File: config.mk
export PLATFORM = sky130hd
export DESIGN_NAME = simd_issue_ctrl
export DESIGN_NICKNAME = d
export VERILOG_FILES = /design/src/rtl/simd_issue_ctrl.sv
export SDC_FILE = /design/constraint.sdc
export NUM_CORES = 1
export LEC_CHECK = 0
export ABC_AREA = 1
export CAP_MARGIN = 20
export CORE_ASPECT_RATIO = 0.6
export CORE_UTILIZATION = 25
export CTS_BUF_LIST = sky130_fd_sc_hd__clkbuf_8
export DETAILED_ROUTE_END_ITERATION = 8
export PLACE_DENSITY = 0.63
export SLEW_MARGIN = 15
export SYNTH_ARGS = -nofsm -noshare
export SYNTH_HDL_FRONTEND = slang
export SYNTH_SLANG_ARGS = --single-unit
File: constraint.sdc
create_clock -name clk -period 1.8 [get_ports clk]
set_clock_uncertainty 0.2 [all_clocks]
set_input_delay 0.36 -clock clk [delete_from_list [all_inputs] [get_ports clk]]
set_output_delay 0.36 -clock clk [all_outputs]
set_load 0.01 [all_outputs]
File: src/rtl/simd_issue_ctrl.sv
// Sequencer for a SIMD processing-element array: fetches 64-bit instructions,
// decodes them and steps operand/result addresses and PE strobes.
module simd_issue_ctrl #(
   parameter int INS_ADDR_WIDTH = 8,
   parameter int ADDR_WIDTH     = 10,
   parameter int OPCODE_WIDTH   = 3,
   parameter int OP_SEL_WIDTH   = 2,
   parameter int INS_WIDTH      = 64
) (
   input  logic                      clk,
   input  logic                      rstn,
   input  logic                      start,
   input  logic [INS_WIDTH-1:0]      ins_data,
   output logic [INS_ADDR_WIDTH-1:0] ins_addr,
   output logic [ADDR_WIDTH-1:0]     a_addr,
   output logic [ADDR_WIDTH-1:0]     b_addr,
   output logic [ADDR_WIDTH-1:0]     r_addr,
   output logic [OP_SEL_WIDTH-1:0]   pe_op,
   output logic                      dot_prod_en,
   output logic                      shift,
   output logic                      write_en,
   output logic                      r_select,
   output logic                      busy,
   output logic                      done,
   output logic                      pc_overflow,
   output logic [2:0]                dbg_state
);

   typedef enum logic [2:0] {
      S_IDLE   = 3'd0,
      S_FETCH  = 3'd1,
      S_DECODE = 3'd2,
      S_EXEC   = 3'd3,
      S_DOT    = 3'd4,
      S_WRITE  = 3'd5,
      S_DONE   = 3'd6
   } state_t;

   localparam logic [OPCODE_WIDTH-1:0] OP_ADD  = 3'b001;
   localparam logic [OPCODE_WIDTH-1:0] OP_SUB  = 3'b010;
   localparam logic [OPCODE_WIDTH-1:0] OP_MUL  = 3'b011;
   localparam logic [OPCODE_WIDTH-1:0] OP_DOT  = 3'b100;
   localparam logic [OPCODE_WIDTH-1:0] OP_HALT = 3'b111;
   localparam logic [INS_ADDR_WIDTH-1:0] PC_LAST = '1;

   state_t                    state_q, state_d;
   logic [INS_ADDR_WIDTH-1:0] pc_q, pc_d;
   logic [7:0]                cnt_q, cnt_d;
   logic [ADDR_WIDTH-1:0]     r_f_q, r_f_d;
   logic                      is_dot_q, is_dot_d;
   logic                      last_q, last_d;
   logic [ADDR_WIDTH-1:0]     a_addr_q, a_addr_d;
   logic [ADDR_WIDTH-1:0]     b_addr_q, b_addr_d;
   logic [ADDR_WIDTH-1:0]     r_addr_q, r_addr_d;
   logic [OP_SEL_WIDTH-1:0]   pe_op_q, pe_op_d;
   logic                      pc_overflow_q, pc_overflow_d;

   logic [OPCODE_WIDTH-1:0]   dec_op;
   logic [ADDR_WIDTH-1:0]     dec_r, dec_a, dec_b;
   logic [7:0]                dec_cnt;
   logic                      unused_ins_bits;

   assign dec_op          = ins_data[63 -: OPCODE_WIDTH];
   assign dec_r           = ins_data[59 -: ADDR_WIDTH];
   assign dec_a           = ins_data[49 -: ADDR_WIDTH];
   assign dec_b           = ins_data[39 -: ADDR_WIDTH];
   assign dec_cnt         = ins_data[29:22];
   assign unused_ins_bits = ^{ins_data[60], ins_data[21:0]};

   always_comb begin
      state_d       = state_q;
      pc_d          = pc_q;
      cnt_d         = cnt_q;
      r_f_d         = r_f_q;
      is_dot_d      = is_dot_q;
      last_d        = last_q;
      a_addr_d      = a_addr_q;
      b_addr_d      = b_addr_q;
      r_addr_d      = r_addr_q;
      pe_op_d       = pe_op_q;
      pc_overflow_d = pc_overflow_q;
      case (state_q)
         S_IDLE: begin
            if (start) begin
               pc_d          = '0;
               pc_overflow_d = 1'b0;
               state_d       = S_FETCH;
            end
         end
         S_FETCH: state_d = S_DECODE;
         S_DECODE: begin
            r_f_d    = dec_r;
            is_dot_d = 1'b0;
            last_d   = (pc_q == PC_LAST);
            // Operand addresses load here so they are stable for the whole EXEC/DOT phase.
            case (dec_op)
               OP_HALT: state_d = S_DONE;
               OP_ADD, OP_SUB, OP_MUL: begin
                  pc_d     = pc_q + 1'b1;
                  a_addr_d = dec_a;
                  b_addr_d = dec_b;
                  if (dec_op == OP_ADD)      pe_op_d = 2'b00;
                  else if (dec_op == OP_SUB) pe_op_d = 2'b01;
                  else                       pe_op_d = 2'b10;
                  state_d  = S_EXEC;
               end
               OP_DOT: begin
                  pc_d     = pc_q + 1'b1;
                  a_addr_d = dec_a;
                  b_addr_d = dec_b;
                  cnt_d    = (dec_cnt == 8'd0) ? 8'd1 : dec_cnt;
                  is_dot_d = 1'b1;
                  state_d  = S_DOT;
               end
               default: begin
                  pc_d = pc_q + 1'b1;
                  if (pc_q == PC_LAST) begin
                     pc_overflow_d = 1'b1;
                     state_d       = S_DONE;
                  end else begin
                     state_d = S_FETCH;
                  end
               end
            endcase
         end
         S_EXEC: begin
            r_addr_d = r_f_q;
            state_d  = S_WRITE;
         end
         S_DOT: begin
            cnt_d = cnt_q - 8'd1;
            if (cnt_q <= 8'd1) begin
               r_addr_d = r_f_q;
               state_d  = S_WRITE;
            end
         end
         S_WRITE: begin
            // An instruction decoded at the top address finishes, then the program stops.
            if (last_q) begin
               pc_overflow_d = 1'b1;
               state_d       = S_DONE;
            end else begin
               state_d = S_FETCH;
            end
         end
         S_DONE:  state_d = S_IDLE;
         default: state_d = S_IDLE;
      endcase
   end

   always_ff @(posedge clk) begin
      if (!rstn) begin
         state_q       <= S_IDLE;
         pc_q          <= '0;
         cnt_q         <= '0;
         r_f_q         <= '0;
         is_dot_q      <= 1'b0;
         last_q        <= 1'b0;
         a_addr_q      <= '0;
         b_addr_q      <= '0;
         r_addr_q      <= '0;
         pe_op_q       <= '0;
         pc_overflow_q <= 1'b0;
      end else begin
         state_q       <= state_d;
         pc_q          <= pc_d;
         cnt_q         <= cnt_d;
         r_f_q         <= r_f_d;
         is_dot_q      <= is_dot_d;
         last_q        <= last_d;
         a_addr_q      <= a_addr_d;
         b_addr_q      <= b_addr_d;
         r_addr_q      <= r_addr_d;
         pe_op_q       <= pe_op_d;
         pc_overflow_q <= pc_overflow_d;
      end
   end

   assign ins_addr    = pc_q;
   assign a_addr      = a_addr_q;
   assign b_addr      = b_addr_q;
   assign r_addr      = r_addr_q;
   assign pe_op       = pe_op_q;
   assign pc_overflow = pc_overflow_q;
   assign write_en    = (state_q == S_WRITE);
   assign r_select    = (state_q == S_WRITE) && is_dot_q;
   assign dot_prod_en = (state_q == S_DOT);
   assign shift       = (state_q == S_DOT);
   assign done        = (state_q == S_DONE);
   assign busy        = (state_q != S_IDLE) && (state_q != S_DONE);
   assign dbg_state   = state_q;

endmodule

==> summary.md, run 1 <==
| Metric | Value |
|---|---|
| Run status | completed |
| 1st-iter DRT viols | 95 |
| Max-cap violations | 0 |
| RSZ-0062 raised after global routing | yes |
| Setup TNS | 0 ns |
| Placed Area | 4290 µm² |
| End-of-flow core utilization | 39.7% |
| Vias in the first global route | 2897 |
| Final Critical Period | 1.79 ns |
| Worst R2R End | b_addr[8]$_SDFFE_PN0P_ |
| Initial antenna violation count | 0 |
| Most Crowded Layer GR | met2 |
| Critical Path Start Type | flop |
| Layout cells sized above 1 | 17.6% |
| Multi-input logic area | 1490 µm² |
| Sequential area share after synthesis | 42.8% |
| Critical Path End Type | output pin |
| I/O Buffers | 93 |
| Total GRT Usage | 14.4% |
| Hold-fix buffers at CTS | 0 |
| Relative slew slack | 80.7% |
| CTS tree | yes |
| Tightest Pin Transition | 0.288 ns |
| Row cnt | 30 |
| Worst IR Drop VDD | 368 µV |
| Reg2Reg Setup Slack | 0.04 ns |
| Warnings from Yosys | 0 |
| Clk buf depth | 2 |
| First-pass GRT wire length | 13600 µm |
| DRT antenna net count | 0 |
| Filler Cell Count | 1211 |
| Area growth syn-to-layout | 52.6% |
| Hpwl dp | 6350 µm |
| FF-to-FF path depth | 8 |
| HP Start | r_addr[0]$_SDFFE_PN0P_ |
| Commonest cells after routing, fill and taps aside | nor2_1 (117), nand2_1 (64), dfxtp_1 (59), clkdlybuf4s50_1 (43), buf_4 (38) |
| Clock latency on the worst-skew pair | 0.34 ns |
| CTS clk-pin slew, worst paths | 0.06 ns |
| Die width | 143 µm |
| Drt drc | 0 |
| CTS buffer count | 9 |
| Diodes inserted | 0 |
| Worst-path fanout max | 6 |
| Synth Instances | 425 |
| #FFs+latches synth | 64 |
| IO Pins | 117 |
| CTS sink count | 64 |
| Core Footprint | 11500 µm² |
| Met1 Resource Use GR | 18.1% |
| Final Instance Area | 4560 µm² |
| Crit path kind | reg -> out |
| Total gr overflow | 0 |
| Grt met3 use | 5.97% |
| Slew Limit Fails | 0 |
| Reg-to-Reg Start | dbg_state[1]$_SDFFE_PN0P_ |
| Starting Density | 26.0% |
| Pwr dens | 910 nW/µm² |
| Post-Route WL | 8440 µm |
| Cell count after placement | 698 |
| Vert. Die Dim | 86.7 µm |
| Largest net degree at the start of global routing | 30 |
| Worst Path Arrival | 1.23 ns |
| Nets@finish | 628 |
| Seq. cell area | 1290 µm² |
| Worst Hold Class | reg -> reg |
| Routability cong. | 0.907 |
| CP required | 1.24 ns |
| Drt pass-1 iters | 4 |
| Final setup viols | 0 |
| Mapped cell area | 2990 µm² |
| Lkg Pwr | 2.29 nW |
| Die area | 12400 µm² |
| Worst Hold Depth | 2 |
| H-tree levels | 3 |
| Final worst-path cycle share | 99.2% |
| Met2 track demand over resource | 22.2% |
| Final Hold Fails | 0 |
| Hold EP | r_addr[0]$_SDFFE_PN0P_ |
| Vias | 3118 |
| DR vias/cell | 4.32 |
| Post-synth cell types | 36 |
| Mean Syn Cell Area | 7.04 µm² |
| DR WL/cell | 11.7 µm |
| Post-Syn Nets | 495 |
| Most common cell after layout, fill and taps aside | nor2_1 |
| Non-Filler Instances | 721 |
| Root buf cell | clkbuf_8 |
| Max Freq | 560 MHz |
## what timing repair did
item | 4_1_cts | 5_1_grt
setup buffers | 3 | 5
resized for setup | 63 | 38
gates cloned | 1 | 0
endpoints found under the setup margin | 57 | 50
pin swaps | 2 | 5
## final cells by class
cell class | count | share of cell area (%)
repair buffers | 137 | 28.0
inverters | 38 | 3.34
multi-input cells | 308 | 32.6
flip-flops and latches | 64 | 28.3
clock buffers | 10 | 3.02
well taps | 160 | 4.39
clock inverters | 4 | 0.356
## worst max-delay path: stages, from the launching register on
cell	delay, ns
dfxtp_4	0.37
buf_4	0.15
inv_4	0.07
nand2_2	0.06
o21ai_1	0.07
inv_1	0.06
buf_6	0.11
## registers in the layout, summed over array words and instances (netlist names)
signal / count
is_dot_q: 1
last_q: 1
r_f_q: 10
cnt_q: 8
dbg_state: 3
r_addr: 10
b_addr: 10
pc_overflow: 1
ins_addr: 8
a_addr: 10
pe_op: 2
## routing by layer
layer  up-vias  routed length [µm]
li1       1621                   -
met5         -                   0
met1      1374                3960
met4         0                 100
met3        11                 839
met2       112                3540
## logic make-up (layout without fill, tap and decap cells)
family | count (synthesis) | in the layout | synth area share (%)
buf+inv | 54 | 189 | 8.37
simple gates | 228 | 229 | 33.6
fa+ha+maj | 3 | 3 | 1.26
compound gates | 75 | 75 | 13.6
flops | 64 | 64 | 42.8
xor+xnor | 1 | 1 | 0.293
## worst max path at each step
stage | cells past startpoint | start | end | slack, ns
after detailed placement | 7 | ins_data[61] | a_addr[0]$_SDFFE_PN0P_ | -0.26
after global placement | 8 | ins_data[61] | a_addr[1]$_SDFFE_PN0P_ | -0.22
after global routing | 6 | dbg_state[0]$_SDFFE_PN0P_ | busy | -0.06
after CTS | 4 | dbg_state[1]$_SDFFE_PN0P_ | r_select | -0.06
final | 6 | dbg_state[1]$_SDFFE_PN0P_ | busy | 0.01
after floorplan | 6 | dbg_state[1]$_SDFFE_PN0P_ | shift | 0.18
## report_power, final
part | leakage [nW] | switching (mW) | internal [mW]
clock | 0.0918 | 0.523 | 0.505
combinational | 1.67 | 0.753 | 0.678
sequential | 0.522 | 0.106 | 1.59
total | 2.29 | 1.38 | 2.77
## synthesized netlist by cell type (all sizes together)
master / instances / area (µm²)
nor2: 125 / 522
nand2: 74 / 310
dfxtp: 64 / 1280
o21ai: 52 / 268
inv: 37 / 141
nand3: 20 / 118
a21oi: 16 / 91.3
buf: 9 / 71.3
clkbuf: 7 / 28.8
nand4: 5 / 31.3
a31oi: 3 / 18.8
ha: 3 / 37.5
nor3: 2 / 10.0
o211ai: 2 / 15.0
a211oi: 1 / 7.51
clkinv: 1 / 8.76
nor3b: 1 / 7.51
o21a: 1 / 7.51
or2: 1 / 6.26
xnor2: 1 / 8.76
## stage by stage
step           total power, mW  hold WS, ns  setup slack, ns
6_report                  4.15        0.277           0.0138
5_1_grt                   4.45        0.298          -0.0648
4_1_cts                   4.14        0.281          -0.0563
3_5_place_dp              3.10        0.271           -0.258
3_3_place_gp              3.08        0.253           -0.222
2_1_floorplan             2.48        0.240            0.181
Power figures use the tool's default switching activity.
==> run 2: changes to the inputs <==
- REMOVE_ABC_BUFFERS: default -> 1
==> run 2 against run 1 <==
Net effect:
- hold slack lost 0.080 ns
- flip-flop and latch count did not move
- core utilization is 0.98 points higher
- sequential share of layout area decreased by 0.60 points
- global-route usage up 0.27 points
- combinational power rose by 4%
- first-iteration DRC count increased by 36%
- clock power grew 7%
- sequential power is essentially flat
- clock-buffer cell count unchanged
- via count is 1.8% lower
- largest cell class unchanged
- largest power group unchanged
==> summary.md, run 2 (synthesized netlist as in run 1, its figures left out) <==
| Metric | Value |
|---|---|
| Crit-path cells | buf_6, buf_4, nand3_4, clkinv_4, buf_6 |
| Vert. Die Dim | 86.7 µm |
| Most common cell after layout, fill and taps aside | nor2_1 |
| Biggest cell delay along the critical path | 0.37 ns |
| Worst R2R End | r_addr[8]$_SDFFE_PN0P_ |
| Vias in the first global route | 2839 |
| RSZ-0062 raised after global routing | yes |
| Worst Path Arrival | 1.22 ns |
| Starting Density | 26.0% |
| Final Instance Area | 4680 µm² |
| Critical Path End Type | output pin |
| I/O Buffers | 93 |
| Reg-to-Reg Start | dbg_state[2]$_SDFFE_PN0P_ |
| Worst IR Drop VDD | 317 µV |
| Row cnt | 30 |
| First-pass GRT wire length | 14000 µm |
| Die width | 143 µm |
| Worst-path fanout max | 3 |
| Delay-heaviest family, CP | buffers and inverters |
| Initial antenna violation count | 0 |
| Total GRT Usage | 14.7% |
| Diodes inserted | 0 |
| Core Footprint | 11500 µm² |
| CP endpoint | shift |
| H-tree levels | 3 |
| Final Critical Period | 1.78 ns |
| Filler Cell Count | 1208 |
| CP most frequent cell | buf_6 |
| DRT antenna net count | 0 |
| Critical Path Start Type | flop |
| IO Pins | 117 |
| DR vias/cell | 4.23 |
| Max Freq | 561 MHz |
| CTS buffer count | 9 |
| Total gr overflow | 0 |
| Tot Pwr | 4.28 mW |
| Clk buf depth | 2 |
| Hpwl dp | 6480 µm |
| 1st-iter DRT viols | 129 |
| Crit path kind | reg -> out |
| Drt pass-1 iters | 5 |
| DR WL/cell | 12.3 µm |
| FF-to-FF path depth | 9 |
| Routability cong. | 0.862 |
| Clock latency on the worst-skew pair | 0.35 ns |
| Worst-path cell with the longest stage delay | dfxtp_4 |
| Root buf cell | clkbuf_8 |
| Area growth syn-to-layout | 56.4% |
| Lkg Pwr | 2.31 nW |
| Reg2Reg Setup Slack | 0.07 ns |
| Final setup viols | 0 |
| Hold-fix buffers at CTS | 0 |
| Max-cap violations | 0 |
| Slew Limit Fails | 0 |
| Commonest cells after routing, fill and taps aside | nor2_1 (116), nand2_1 (64), dfxtp_1 (56), clkdlybuf4s50_1 (42), buf_4 (37) |
| CTS sink count | 64 |
| Final worst-path cycle share | 99.0% |
| Run status | completed |
| Drt drc | 0 |
| CTS tree | yes |
| Die area | 12400 µm² |
| CP required | 1.24 ns |
| Layout cells sized above 1 | 20.0% |
| Buffers & Inverters on Critical Path | 4 |
| Nets@finish | 629 |
| CTS clk-pin slew, worst paths | 0.07 ns |
| Vias | 3061 |
| Final Hold Fails | 0 |
| Pwr dens | 916 nW/µm² |
| Relative slew slack | 79.3% |
| CP Depth | 5 |
| Post-Route WL | 8870 µm |
| Tightest Pin Transition | 0.309 ns |
| Critical path launch point | dbg_state[2]$_SDFFE_PN0P_ |
| Worst Hold Class | in -> reg |
| Worst Hold Depth | 3 |
| Largest net degree at the start of global routing | 28 |
| Placed Area | 4310 µm² |
-- run 2: changes by cell type in the layout (fill, tap and decap cells not counted), moves of 3 or more --
cell / before / now
buf_12: 0 / 4
o21ai_0: 30 / 34
o21ai_1: 20 / 13
inv_1: 35 / 31
clkinv_2: 1 / 4
dfxtp_1: 59 / 56
dfxtp_2: 3 / 6
-- run 2: power breakdown --
part / total (mW) / internal [mW] / switching (mW)
Combinational: 1.49 / 0.714 / 0.772
Clock: 1.10 / 0.526 / 0.575
Sequential: 1.70 / 1.59 / 0.107
-- run 2: repair_timing --
item / CTS / global route
setup buffers: 8 / 4
endpoints found under the setup margin: 44 / 55
pin swaps: 4 / 6
resized for setup: 71 / 40
-- run 2: per-stage QoR --
| step | TNS (ns) | util, % | worst slack [ns] | instances | hold slack, ns |
|---|---|---|---|---|---|
| 2_1_floorplan | -4.03 | - | -0.201 | 409 | 0.240 |
| 3_3_place_gp | -5.99 | 37.6 | -0.179 | 696 | 0.250 |
| 3_5_place_dp | -8.26 | 37.6 | -0.229 | 696 | 0.259 |
| 4_1_cts | -0.134 | 39.5 | -0.0491 | 720 | 0.268 |
| 5_1_grt | -0.189 | 40.7 | -0.0464 | 724 | 0.211 |
| 6_report | 0 | 40.7 | 0.0180 | 724 | 0.197 |
-- run 2: area by class of cell --
class / instances / area (µm²) / area share [%]
Multi-Input combinational cell: 307 / 1510 / 32.2
Timing Repair Buffer: 139 / 1340 / 28.7
Sequential cell: 64 / 1300 / 27.7
Tap cell: 160 / 200 / 4.28
Inverter: 38 / 158 / 3.37
Clock buffer: 10 / 138 / 2.94
Clock inverter: 6 / 35.0 / 0.749
-- run 2: worst min-delay path, stage by stage --
cell	delay (ns)
dlymetal6s2s_1	0.17
nand2_1	0.11
a21oi_1	0.06
-- run 2: worst min-delay path by stage --
stage	startpoint	to	slack (ns)
4_1_cts	pe_op[0]$_SDFFE_PN0P_	pe_op[0]$_SDFFE_PN0P_	0.27
6_report	ins_data[61]	pe_op[1]$_SDFFE_PN0P_	0.20
3_3_place_gp	pe_op[0]$_SDFFE_PN0P_	pe_op[0]$_SDFFE_PN0P_	0.25
2_1_floorplan	is_dot_q$_SDFFE_PN0P_	is_dot_q$_SDFFE_PN0P_	0.24
3_5_place_dp	pe_op[0]$_SDFFE_PN0P_	pe_op[0]$_SDFFE_PN0P_	0.26
5_1_grt	ins_data[61]	pe_op[1]$_SDFFE_PN0P_	0.21
-- run 2: routing by layer --
layer	part of all wire (%)	GRT usage, %	vias to the layer above
li1	-	-	1621
met1	50	20.3	1369
met2	44	21.6	58
met3	4.4	4.42	13
met4	1.4	4.89	0
met5	0	0	-
==> run 3: changes to the inputs <==
- CORE_ASPECT_RATIO: 0.6 -> 0.8
- HOLD_SLACK_MARGIN: default -> 0.02
==> run 3 against run 2 <==
Net effect:
- the flow now finishes with violations (negative setup slack)
- final area hardly changed
- largest cell class unchanged
- largest power group unchanged
- die area about the same
- critical path depth rose by 1
- first-iteration DRC count is 58% higher
==> summary.md, run 3 (synthesized netlist as in run 1, its figures left out) <==
| Metric | Value |
|---|---|
| Relative slew slack | 79.7% |
| Worst-path fanout max | 4 |
| DRT antenna net count | 0 |
| Final worst-path cycle share | 101% |
| Run status | finished, violations left |
| Failing checks | negative setup slack |
| Final setup margin | -0.00943 ns |
| Lkg Pwr | 2.37 nW |
| Diodes inserted | 0 |
| Largest net degree at the start of global routing | 28 |
| Worst Hold Class | in -> reg |
| Tightest Pin Transition | 0.302 ns |
| Total gr overflow | 0 |
| Hpwl dp | 6360 µm |
| DR vias/cell | 4.34 |
| Row cnt | 35 |
| Most common cell after layout, fill and taps aside | nor2_1 |
| Starting Density | 25.9% |
| Biggest cell delay along the critical path | 0.40 ns |
| Die area | 12400 µm² |
| CP required | 1.24 ns |
| Non-Filler Instances | 709 |
| Filler Cell Count | 1162 |
| Area growth syn-to-layout | 56.4% |
| Clk buf depth | 2 |
| Pwr dens | 997 nW/µm² |
| Min Hold Slack | 0.192 ns |
| Delay-heaviest family, CP | buffers and inverters |
| Die width | 124 µm |
| Core Footprint | 11600 µm² |
| Crit path kind | reg -> out |
| Vias in the first global route | 2881 |
| IO Pins | 117 |
| Drt drc | 0 |
| RSZ-0062 raised after global routing | yes |
| Crit-path cells | buf_6, inv_4, buf_6, nand3_4, clkinv_4, buf_6 |
| Final Critical Period | 1.81 ns |
| Critical Path End Type | output pin |
| Worst Path Arrival | 1.25 ns |
| Vert. Die Dim | 99.8 µm |
| Final setup viols | 2 |
| Buffers & Inverters on Critical Path | 5 |
| Cell count after placement | 688 |
| Routability cong. | 0.851 |
| Worst-path cell with the longest stage delay | dfxtp_4 |
| Max Freq | 553 MHz |
| 1st-iter DRT viols | 204 |
| HP Start | ins_data[61] |
| CTS tree | yes |
| Setup TNS | -0.0182 ns |
| First-pass GRT wire length | 13800 µm |
| Critical path launch point | dbg_state[1]$_SDFFE_PN0P_ |
| CTS buffer count | 9 |
| Worst IR Drop VDD | 425 µV |
| CTS clk-pin slew, worst paths | 0.08 ns |
| Tot Pwr | 4.66 mW |
| Root buf cell | clkbuf_8 |
| Max-cap violations | 0 |
| CP most frequent cell | buf_6 |
| Vias | 3074 |
| Layout cells sized above 1 | 19.8% |
| Post-Route WL | 8390 µm |
| Final Hold Fails | 0 |
| I/O Buffers | 93 |
| Total GRT Usage | 13.8% |
| CTS sink count | 64 |
| Initial antenna violation count | 0 |
| Drt pass-1 iters | 4 |
| H-tree levels | 3 |
| Critical Path Start Type | flop |
| Hold-fix buffers at CTS | 0 |
| Commonest cells after routing, fill and taps aside | nor2_1 (117), nand2_1 (64), dfxtp_1 (58), clkdlybuf4s50_1 (44), buf_4 (38) |
| Reg-to-Reg Start | dbg_state[1]$_SDFFE_PN0P_ |
| Nets@finish | 626 |
| DR WL/cell | 11.8 µm |
| Clock latency on the worst-skew pair | 0.34 ns |
| Slew Limit Fails | 0 |
## run 3: changes by cell type in the layout (fill, tap and decap cells not counted), moves of 3 or more
cell            previous run  this run
buf_12                     4         0
dlygate4sd2_1             27        21
clkinv_2                   4         1
dlymetal6s2s_1            17        21
bufinv_16                  0         3
## run 3: path summary, 6_finish.rpt
check / end / slack, ns / cells after the start
max reg2reg: pc_overflow$_SDFFE_PN0P_ / 0.07 / 8
min reg2reg: pe_op[0]$_SDFFE_PN0P_ / 0.26 / 2
min: pe_op[1]$_SDFFE_PN0P_ / 0.19 / 3
max: dot_prod_en / -0.009 / 6
## run 3: stage by stage
stage / worst slack, ns / util [%] / cell area (µm²)
final: -0.00943 / 40.5 / 4680
after global routing: -0.0934 / 40.5 / 4680
after CTS: -0.0788 / 39.3 / 4550
after detailed placement: -0.239 / 37.1 / 4290
after global placement: -0.190 / 37.1 / 4290
after floorplan: -0.201 / - / 2890
## run 3: worst reg2reg max path, delay by kind of cell (launching register included)
family	cells	cell delay, ns
AND/OR/NAND/NOR	3	0.32
AO/OA/AOI/OAI	2	0.25
flip-flops	1	0.40
buffers and inverters	3	0.45
## run 3: repair_timing
item                       CTS  global route
hold endpoints to repair     0             0
pin swaps                    0             5
gates resized for setup     60            49
setup buffers                2             3
gates cloned                 0             0
setup endpoints to repair   36            60
## run 3: final cells by class
class / instances / area (µm²) / share of cell area, %
clock inverter: 7 / 119 / 2.54
inverter: 38 / 155 / 3.32
multi-input combinational: 307 / 1520 / 32.5
tap: 148 / 185 / 3.96
timing repair buffer: 136 / 1280 / 27.4
clock buffer: 9 / 124 / 2.65
sequential: 64 / 1290 / 27.7
## run 3: power by group
| part | internal [mW] | switching [mW] |
|---|---|---|
| sequential | 1.59 | 0.108 |
| clock | 0.922 | 0.596 |
| combinational | 0.692 | 0.756 |
| total | 3.20 | 1.46 |
## run 3: layer usage
layer | GRT usage (%) | vias to the layer above | share of wire [%]
met2 | 21.9 | 69 | 45
li1 | - | 1618 | -
met4 | 5.47 | 0 | 0.95
met1 | 18.3 | 1382 | 50
met5 | 0 | - | 0
met3 | 2.77 | 5 | 4.2
